--- config.mk ---
export PLATFORM = sky130hd
export DESIGN_NAME = esp_cmd_link_flat
export DESIGN_NICKNAME = d
export VERILOG_FILES = /design/src/rtl/esp_cmd_link_if.sv /design/src/rtl/esp_cmd_link.sv /design/src/flat_wrapper.sv
export SDC_FILE = /design/constraint.sdc
export NUM_CORES = 1
export LEC_CHECK = 0
export CELL_PAD_IN_SITES_DETAIL_PLACEMENT = 1
export CELL_PAD_IN_SITES_GLOBAL_PLACEMENT = 2
export CORE_UTILIZATION = 39
export DETAILED_ROUTE_END_ITERATION = 8
export PLACE_DENSITY_LB_ADDON = 0.12
export SYNTH_ARGS = -nofsm -noshare
export SYNTH_HDL_FRONTEND = slang
export SYNTH_SLANG_ARGS = --single-unit
--- constraint.sdc ---
create_clock -name clk -period 3.8 [get_ports clk]
set_clock_uncertainty 0.1 [all_clocks]
set_input_delay 0.38 -clock clk [delete_from_list [all_inputs] [get_ports clk]]
set_output_delay 0.38 -clock clk [all_outputs]
set_load 0.05 [all_outputs]
--- src/rtl/esp_cmd_link_if.sv ---
// esp_cmd_link_if: groups the CPU register-bus signals and the two byte
// streams that connect the command-link responder to its neighbours.
//   bus_addr    register select (0 = STATUS, 1 = DATA)
//   bus_wrdata  write data
//   bus_wren    one-cycle write strobe
//   bus_rden    one-cycle read strobe
//   bus_rddata  registered read data
//   tx_data     head of TX FIFO (bit 8 = start-of-message marker)
//   tx_valid    TX FIFO not empty
//   tx_ready    serializer accepts tx_data
//   rx_data     byte from ESP
//   rx_valid    one-cycle receive strobe, no backpressure
// The slave modport is the responder; master is the bus decoder/serializer side.
interface esp_cmd_link_if;
  logic        bus_addr;
  logic [31:0] bus_wrdata;
  logic        bus_wren;
  logic        bus_rden;
  logic [31:0] bus_rddata;
  logic [8:0]  tx_data;
  logic        tx_valid;
  logic        tx_ready;
  logic [7:0]  rx_data;
  logic        rx_valid;

  modport slave (
    input  bus_addr, bus_wrdata, bus_wren, bus_rden, tx_ready, rx_data, rx_valid,
    output bus_rddata, tx_data, tx_valid
  );

  modport master (
    output bus_addr, bus_wrdata, bus_wren, bus_rden, tx_ready, rx_data, rx_valid,
    input  bus_rddata, tx_data, tx_valid
  );
endinterface

--- src/rtl/esp_cmd_link.sv ---
// esp_cmd_link: CPU-side responder for the ESP command channel.
// Two registers (STATUS, DATA) in front of a 9-bit TX FIFO feeding the
// serializer and an 8-bit RX FIFO filled by it.
//   clk    system clock, rising edge
//   reset  asynchronous active-high reset
//   link   esp_cmd_link_if.slave: register bus plus TX/RX byte streams
// STATUS: bit0 RX not empty, bit1 TX full, bit2 RX overflow (sticky),
//         bit3 TX empty. Writing bit0 flushes RX, bit2 clears overflow.
module esp_cmd_link #(
  parameter int TX_DEPTH_LOG2 = 4,
  parameter int RX_DEPTH_LOG2 = 4
) (
  input  logic                 clk,
  input  logic                 reset,
  esp_cmd_link_if.slave        link
);

  localparam int TX_DEPTH = 2 ** TX_DEPTH_LOG2;
  localparam int RX_DEPTH = 2 ** RX_DEPTH_LOG2;

  localparam logic [TX_DEPTH_LOG2:0]   TX_CNT_FULL = {1'b1, {TX_DEPTH_LOG2{1'b0}}};
  localparam logic [RX_DEPTH_LOG2:0]   RX_CNT_FULL = {1'b1, {RX_DEPTH_LOG2{1'b0}}};
  localparam logic [TX_DEPTH_LOG2:0]   TX_CNT_ONE  = (TX_DEPTH_LOG2+1)'(1'b1);
  localparam logic [RX_DEPTH_LOG2:0]   RX_CNT_ONE  = (RX_DEPTH_LOG2+1)'(1'b1);
  localparam logic [TX_DEPTH_LOG2-1:0] TX_PTR_ONE  = TX_DEPTH_LOG2'(1'b1);
  localparam logic [RX_DEPTH_LOG2-1:0] RX_PTR_ONE  = RX_DEPTH_LOG2'(1'b1);

  logic [8:0]               tx_mem_r [TX_DEPTH];
  logic [TX_DEPTH_LOG2-1:0] tx_wr_ptr_r;
  logic [TX_DEPTH_LOG2-1:0] tx_rd_ptr_r;
  logic [TX_DEPTH_LOG2:0]   tx_count_r;

  logic [7:0]               rx_mem_r [RX_DEPTH];
  logic [RX_DEPTH_LOG2-1:0] rx_wr_ptr_r;
  logic [RX_DEPTH_LOG2-1:0] rx_rd_ptr_r;
  logic [RX_DEPTH_LOG2:0]   rx_count_r;

  logic                     ovf_r;
  logic [31:0]              rddata_r;

  logic        tx_full_s, tx_empty_s, rx_full_s, rx_empty_s;
  logic        wr_data_s, wr_stat_s, rd_data_s, rd_stat_s;
  logic        tx_push_s, tx_pop_s, rx_push_s, rx_pop_s, rx_flush_s;
  logic        ovf_set_s, ovf_clr_s;
  logic [31:0] status_s;

  // Decode strobes and FIFO events; a write masks any simultaneous read.
  always_comb begin
    tx_full_s  = (tx_count_r == TX_CNT_FULL);
    tx_empty_s = (tx_count_r == '0);
    rx_full_s  = (rx_count_r == RX_CNT_FULL);
    rx_empty_s = (rx_count_r == '0);

    wr_data_s  = link.bus_wren & link.bus_addr;
    wr_stat_s  = link.bus_wren & ~link.bus_addr;
    rd_data_s  = link.bus_rden & ~link.bus_wren & link.bus_addr;
    rd_stat_s  = link.bus_rden & ~link.bus_wren & ~link.bus_addr;

    tx_pop_s   = ~tx_empty_s & link.tx_ready;
    // A full FIFO still takes a push when the serializer frees a slot this cycle.
    tx_push_s  = wr_data_s & (~tx_full_s | tx_pop_s);

    rx_flush_s = wr_stat_s & link.bus_wrdata[0];
    rx_pop_s   = rd_data_s & ~rx_empty_s;
    // Flush discards the arriving byte and suppresses any overflow it would cause.
    rx_push_s  = link.rx_valid & ~rx_flush_s & (~rx_full_s | rx_pop_s);
    ovf_set_s  = link.rx_valid & ~rx_flush_s & rx_full_s & ~rx_pop_s;
    ovf_clr_s  = wr_stat_s & link.bus_wrdata[2];

    status_s   = {28'd0, tx_empty_s, ovf_r, tx_full_s, ~rx_empty_s};
  end

  // FIFO storage arrays; contents are don't-care while the FIFO is empty.
  always_ff @(posedge clk) begin
    if (tx_push_s) begin
      tx_mem_r[tx_wr_ptr_r] <= link.bus_wrdata[8:0];
    end
    if (rx_push_s) begin
      rx_mem_r[rx_wr_ptr_r] <= link.rx_data;
    end
  end

  // TX pointers and occupancy.
  always_ff @(posedge clk or posedge reset) begin
    if (reset) begin
      tx_wr_ptr_r <= '0;
      tx_rd_ptr_r <= '0;
      tx_count_r  <= '0;
    end else begin
      if (tx_push_s) tx_wr_ptr_r <= tx_wr_ptr_r + TX_PTR_ONE;
      if (tx_pop_s)  tx_rd_ptr_r <= tx_rd_ptr_r + TX_PTR_ONE;
      case ({tx_push_s, tx_pop_s})
        2'b10:   tx_count_r <= tx_count_r + TX_CNT_ONE;
        2'b01:   tx_count_r <= tx_count_r - TX_CNT_ONE;
        default: tx_count_r <= tx_count_r;
      endcase
    end
  end

  // RX pointers, occupancy and flush.
  always_ff @(posedge clk or posedge reset) begin
    if (reset) begin
      rx_wr_ptr_r <= '0;
      rx_rd_ptr_r <= '0;
      rx_count_r  <= '0;
    end else if (rx_flush_s) begin
      rx_wr_ptr_r <= '0;
      rx_rd_ptr_r <= '0;
      rx_count_r  <= '0;
    end else begin
      if (rx_push_s) rx_wr_ptr_r <= rx_wr_ptr_r + RX_PTR_ONE;
      if (rx_pop_s)  rx_rd_ptr_r <= rx_rd_ptr_r + RX_PTR_ONE;
      case ({rx_push_s, rx_pop_s})
        2'b10:   rx_count_r <= rx_count_r + RX_CNT_ONE;
        2'b01:   rx_count_r <= rx_count_r - RX_CNT_ONE;
        default: rx_count_r <= rx_count_r;
      endcase
    end
  end

  // Sticky overflow flag; a new overflow beats a same-cycle clear.
  always_ff @(posedge clk or posedge reset) begin
    if (reset) begin
      ovf_r <= 1'b0;
    end else if (ovf_set_s) begin
      ovf_r <= 1'b1;
    end else if (ovf_clr_s) begin
      ovf_r <= 1'b0;
    end else begin
      ovf_r <= ovf_r;
    end
  end

  // Read data register; holds between read strobes.
  always_ff @(posedge clk or posedge reset) begin
    if (reset) begin
      rddata_r <= 32'd0;
    end else if (rd_stat_s) begin
      rddata_r <= status_s;
    end else if (rd_data_s) begin
      rddata_r <= rx_empty_s ? 32'd0 : {24'd0, rx_mem_r[rx_rd_ptr_r]};
    end else begin
      rddata_r <= rddata_r;
    end
  end

  assign link.bus_rddata = rddata_r;
  assign link.tx_data    = tx_mem_r[tx_rd_ptr_r];
  assign link.tx_valid   = ~tx_empty_s;

endmodule

--- src/flat_wrapper.sv ---
// flat-port wrapper written by rule: the top's interface ports become plain ports
module esp_cmd_link_flat 
#(
  parameter int TX_DEPTH_LOG2 = 4,
  parameter int RX_DEPTH_LOG2 = 4
)
  (clk, reset, link_bus_addr, link_bus_wrdata, link_bus_wren, link_bus_rden, link_tx_ready, link_rx_data, link_rx_valid, link_bus_rddata, link_tx_data, link_tx_valid);
  esp_cmd_link_if link_i ();
  input  logic clk;
  input  logic reset;
  input wire logic [$bits(link_i.bus_addr)-1:0] link_bus_addr;
  input wire logic [$bits(link_i.bus_wrdata)-1:0] link_bus_wrdata;
  input wire logic [$bits(link_i.bus_wren)-1:0] link_bus_wren;
  input wire logic [$bits(link_i.bus_rden)-1:0] link_bus_rden;
  input wire logic [$bits(link_i.tx_ready)-1:0] link_tx_ready;
  input wire logic [$bits(link_i.rx_data)-1:0] link_rx_data;
  input wire logic [$bits(link_i.rx_valid)-1:0] link_rx_valid;
  output wire logic [$bits(link_i.bus_rddata)-1:0] link_bus_rddata;
  output wire logic [$bits(link_i.tx_data)-1:0] link_tx_data;
  output wire logic [$bits(link_i.tx_valid)-1:0] link_tx_valid;
  assign link_i.bus_addr = link_bus_addr;
  assign link_i.bus_wrdata = link_bus_wrdata;
  assign link_i.bus_wren = link_bus_wren;
  assign link_i.bus_rden = link_bus_rden;
  assign link_i.tx_ready = link_tx_ready;
  assign link_i.rx_data = link_rx_data;
  assign link_i.rx_valid = link_rx_valid;
  assign link_bus_rddata = link_i.bus_rddata;
  assign link_tx_data = link_i.tx_data;
  assign link_tx_valid = link_i.tx_valid;
  esp_cmd_link #(.TX_DEPTH_LOG2(TX_DEPTH_LOG2), .RX_DEPTH_LOG2(RX_DEPTH_LOG2)) u_core (.clk(clk), .reset(reset), .link(link_i));
endmodule
==> flow_summary.toml <==
[timing]
max_freq_mhz = 283
finalSetupViolations = 0
worstMarginPinSlew_ns = 0.949
tns_ns = 0
slew_violations = 0
finalCritPeriodShare_pct = 92.9
finalHoldViolCount = 0
fin_crit_ns = 3.53
slew-limit-headroom_pct = 36.8
rsz0062_at_grt = "false"
fin_ws_ns = 0.271

[cells_and_area]
finalNonFillerCells = 1177
fin_util_pct = 46.2
nets = 814
final_common_cell = "edfxtp_1"
final_cell_mix = "edfxtp_1, mux4_2, clkdlybuf4s50_1"
drive_above_1_share_pct = 21.6
syn_to_final_growth_pct = 15.9

[global_route]
grt_pass1_vias = 6851
antenna_found_initial = 1
overflow = 0
grt_max_degree = 40
grt_pass1_wl_mm = 41.6
grt.total_usage_pct = 17.0

[synthesis]
synth_warnings = 0
syn_inst = 671
synthesis.area_sq_um = 12600
synth_ff_type = "edfxtp_1"
synthArstFlopShare_pct = 11.4
syn_avg_cell_area_sq_um = 18.8
synthDistinctLibCells = 47
synth-seq-area-share_pct = 71.5
synth_edf_count = 272
ys_ff_latch = 307

[routing]
firstDrtPassIters = 4
num_vias = 6183
drt_iter0_markers = 351
vias_per_cell = 5.25
wl_mm = 27.2
drcViolationCount = 0
antenna_left = 0
avgRoutedWirePerCell_microns = 23.1

[clocking]
clk_path_buf_depth = 3
numClockSinks = 307
cts-root-buf = "clkbuf_16"
ctsResizeCount = 0
post-cts-setup-buffers = 0
htreeDepth = 2
clk_pin_slew_ns = 0.05
cts_tree = "built"
clk_latency_ns = 0.51
numCtsBuffers = 34
ctsHoldBuffers = 0

[power_and_ir_drop]
powerDensity_nw_per_um2 = 714
p_leak_nw = 4.92
ir_worst_vdd_mv = 0.338
power_mw = 10.5

[placement]
io_buffers = 41
place.gp.congestion = 0.767
dp_slack_ns = 0.602
post-dp-hpwl_mm = 18.1
dp.cells = 1117

[worst_setup_path]
worst_setup_path_start_kind = "register"
cp.arrival_ns = 3.05
end_kind = "output pin"
cp_data_required_time_ns = 3.32
crit_type = "register to output pin"
cp_max_fo = 39
rrSetupSlack_ns = 0.56

[floorplanning]
io-pin-count = 89
die_x_microns = 182
fp-row-count = 65
fp.dieH_microns = 182
core_sq_um = 31700
die-area_sq_um = 33100
start_util_pct = 39.9

[hold_path]
hold_class = "input port to asynchronous set/reset pin"

[run_status]
status = "completed"

[run]
cap_violations = 0
## synth_stat cells (2+ instances only)
cell type / count / share of area, %
edfxtp_1: 272 / 65
mux4_2: 77 / 14
dfrtp_1: 35 / 6.9
nand2_1: 29 / 0.86
buf_4: 25 / 1.5
and2_1: 23 / 1.1
nor2_1: 18 / 0.53
inv_1: 17 / 0.50
clkbuf_1: 16 / 0.47
ha_1: 15 / 1.5
a21oi_1: 13 / 0.51
nor3_1: 11 / 0.44
xnor2_1: 11 / 0.76
mux2i_1: 10 / 0.79
buf_2: 9 / 0.36
nand3_1: 9 / 0.36
nor2b_1: 9 / 0.45
o21ai_0: 9 / 0.36
xor2_1: 6 / 0.42
a211oi_1: 4 / 0.24
a22o_1: 4 / 0.28
buf_1: 4 / 0.12
nand4_1: 4 / 0.20
o31ai_1: 4 / 0.24
a22oi_1: 3 / 0.18
and3_1: 3 / 0.15
mux2_2: 3 / 0.27
nor3b_1: 3 / 0.18
or4_1: 3 / 0.18
a211oi_2: 2 / 0.20
a21o_1: 2 / 0.12
a221o_1: 2 / 0.16
nor4_1: 2 / 0.099
## metrics by stage
| step | area, sq um | hold slack (ns) |
|---|---|---|
| floorplan | 12700 | 0.339 |
| global placement | 13600 | 0.368 |
| CTS | 14700 | 0.218 |
| global route | 14700 | 0.261 |
| finish | 14700 | 0.194 |
| detailed placement | 13600 | 0.408 |
## cell families (layout without fill, tap and decap cells)
family | Yosys count | in the layout | share of synthesized area, %
DFF | 307 | 307 | 71.5
and+or+nand+nor | 120 | 120 | 5.13
muxes | 90 | 90 | 14.8
buffers and inverters | 71 | 151 | 2.94
AOI/OAI and AO/OA | 49 | 49 | 2.79
xor gates and xnor gates | 17 | 17 | 1.18
adders and majority gates | 16 | 16 | 1.64
other | 1 | 25 | 0.0297
## sequential cells by signal (all words and copies together), names as in the netlist
register and flops:
u_core.tx_wr_ptr_r 4, u_core.rx_count_r 5, u_core.rx_rd_ptr_r 4, u_core.tx_count_r 5, u_core.tx_mem_r 144, u_core.rx_mem_r 128, u_core.link.bus_rddata 8, u_core.rx_wr_ptr_r 4
u_core.tx_rd_ptr_r 4, u_core.ovf_r 1
## final timing paths
| kind | start | endpoint | depth (start not counted) |
|---|---|---|---|
| max reg2reg | u_core.tx_count_r[0] | u_core.tx_count_r[4] | 11 |
| min | reset | u_core.rx_count_r[4] | 3 |
| max | u_core.tx_rd_ptr_r[0] | link_tx_data[7] | 4 |
| min in group clk | u_core.ovf_r | u_core.ovf_r | 2 |
| min reg2reg | u_core.ovf_r | u_core.ovf_r | 2 |
| max in group asynchronous | reset | u_core.tx_rd_ptr_r[0] | 3 |
## metal layers
| layer | share of wire, % | vias to the layer above | routed length [microns] | track usage, % |
|---|---|---|---|---|
| met3 | 3.1 | 53 | 839 | 2.51 |
| met4 | 2.9 | 0 | 779 | 5.95 |
| met2 | 54 | 113 | 14600 | 31.3 |
| met1 | 40 | 3239 | 11000 | 20.3 |
| li1 | - | 2778 | - | - |
| met5 | 0 | - | 0 | 0 |
## worst max-delay path, cell delays in order, from the launching register on
cell and delay [ns]:
dfrtp_2 0.37, buf_12 0.30, mux4_2 0.60, mux4_2 0.52, clkdlybuf4s50_1 0.73
## power by group
group / switching, mW / leakage (nW) / internal [mW]
sequential: 0.328 / 2.89 / 4.04
combinational: 1.67 / 1.52 / 1.39
clock: 1.27 / 0.503 / 1.77
## layout make-up
| cell class | instances | area (sq um) |
|---|---|---|
| Sequential cell | 307 | 9050 |
| Inverter | 17 | 63.8 |
| Timing Repair Buffer | 75 | 691 |
| Clock buffer | 42 | 912 |
| Fill cell | 2973 | 17100 |
| Antenna cell | 1 | 2.50 |
| Clock inverter | 17 | 124 |
| Tap cell | 402 | 503 |
| Multi-Input combinational cell | 316 | 3320 |
No activity file was read; power rests on OpenSTA's default activity.
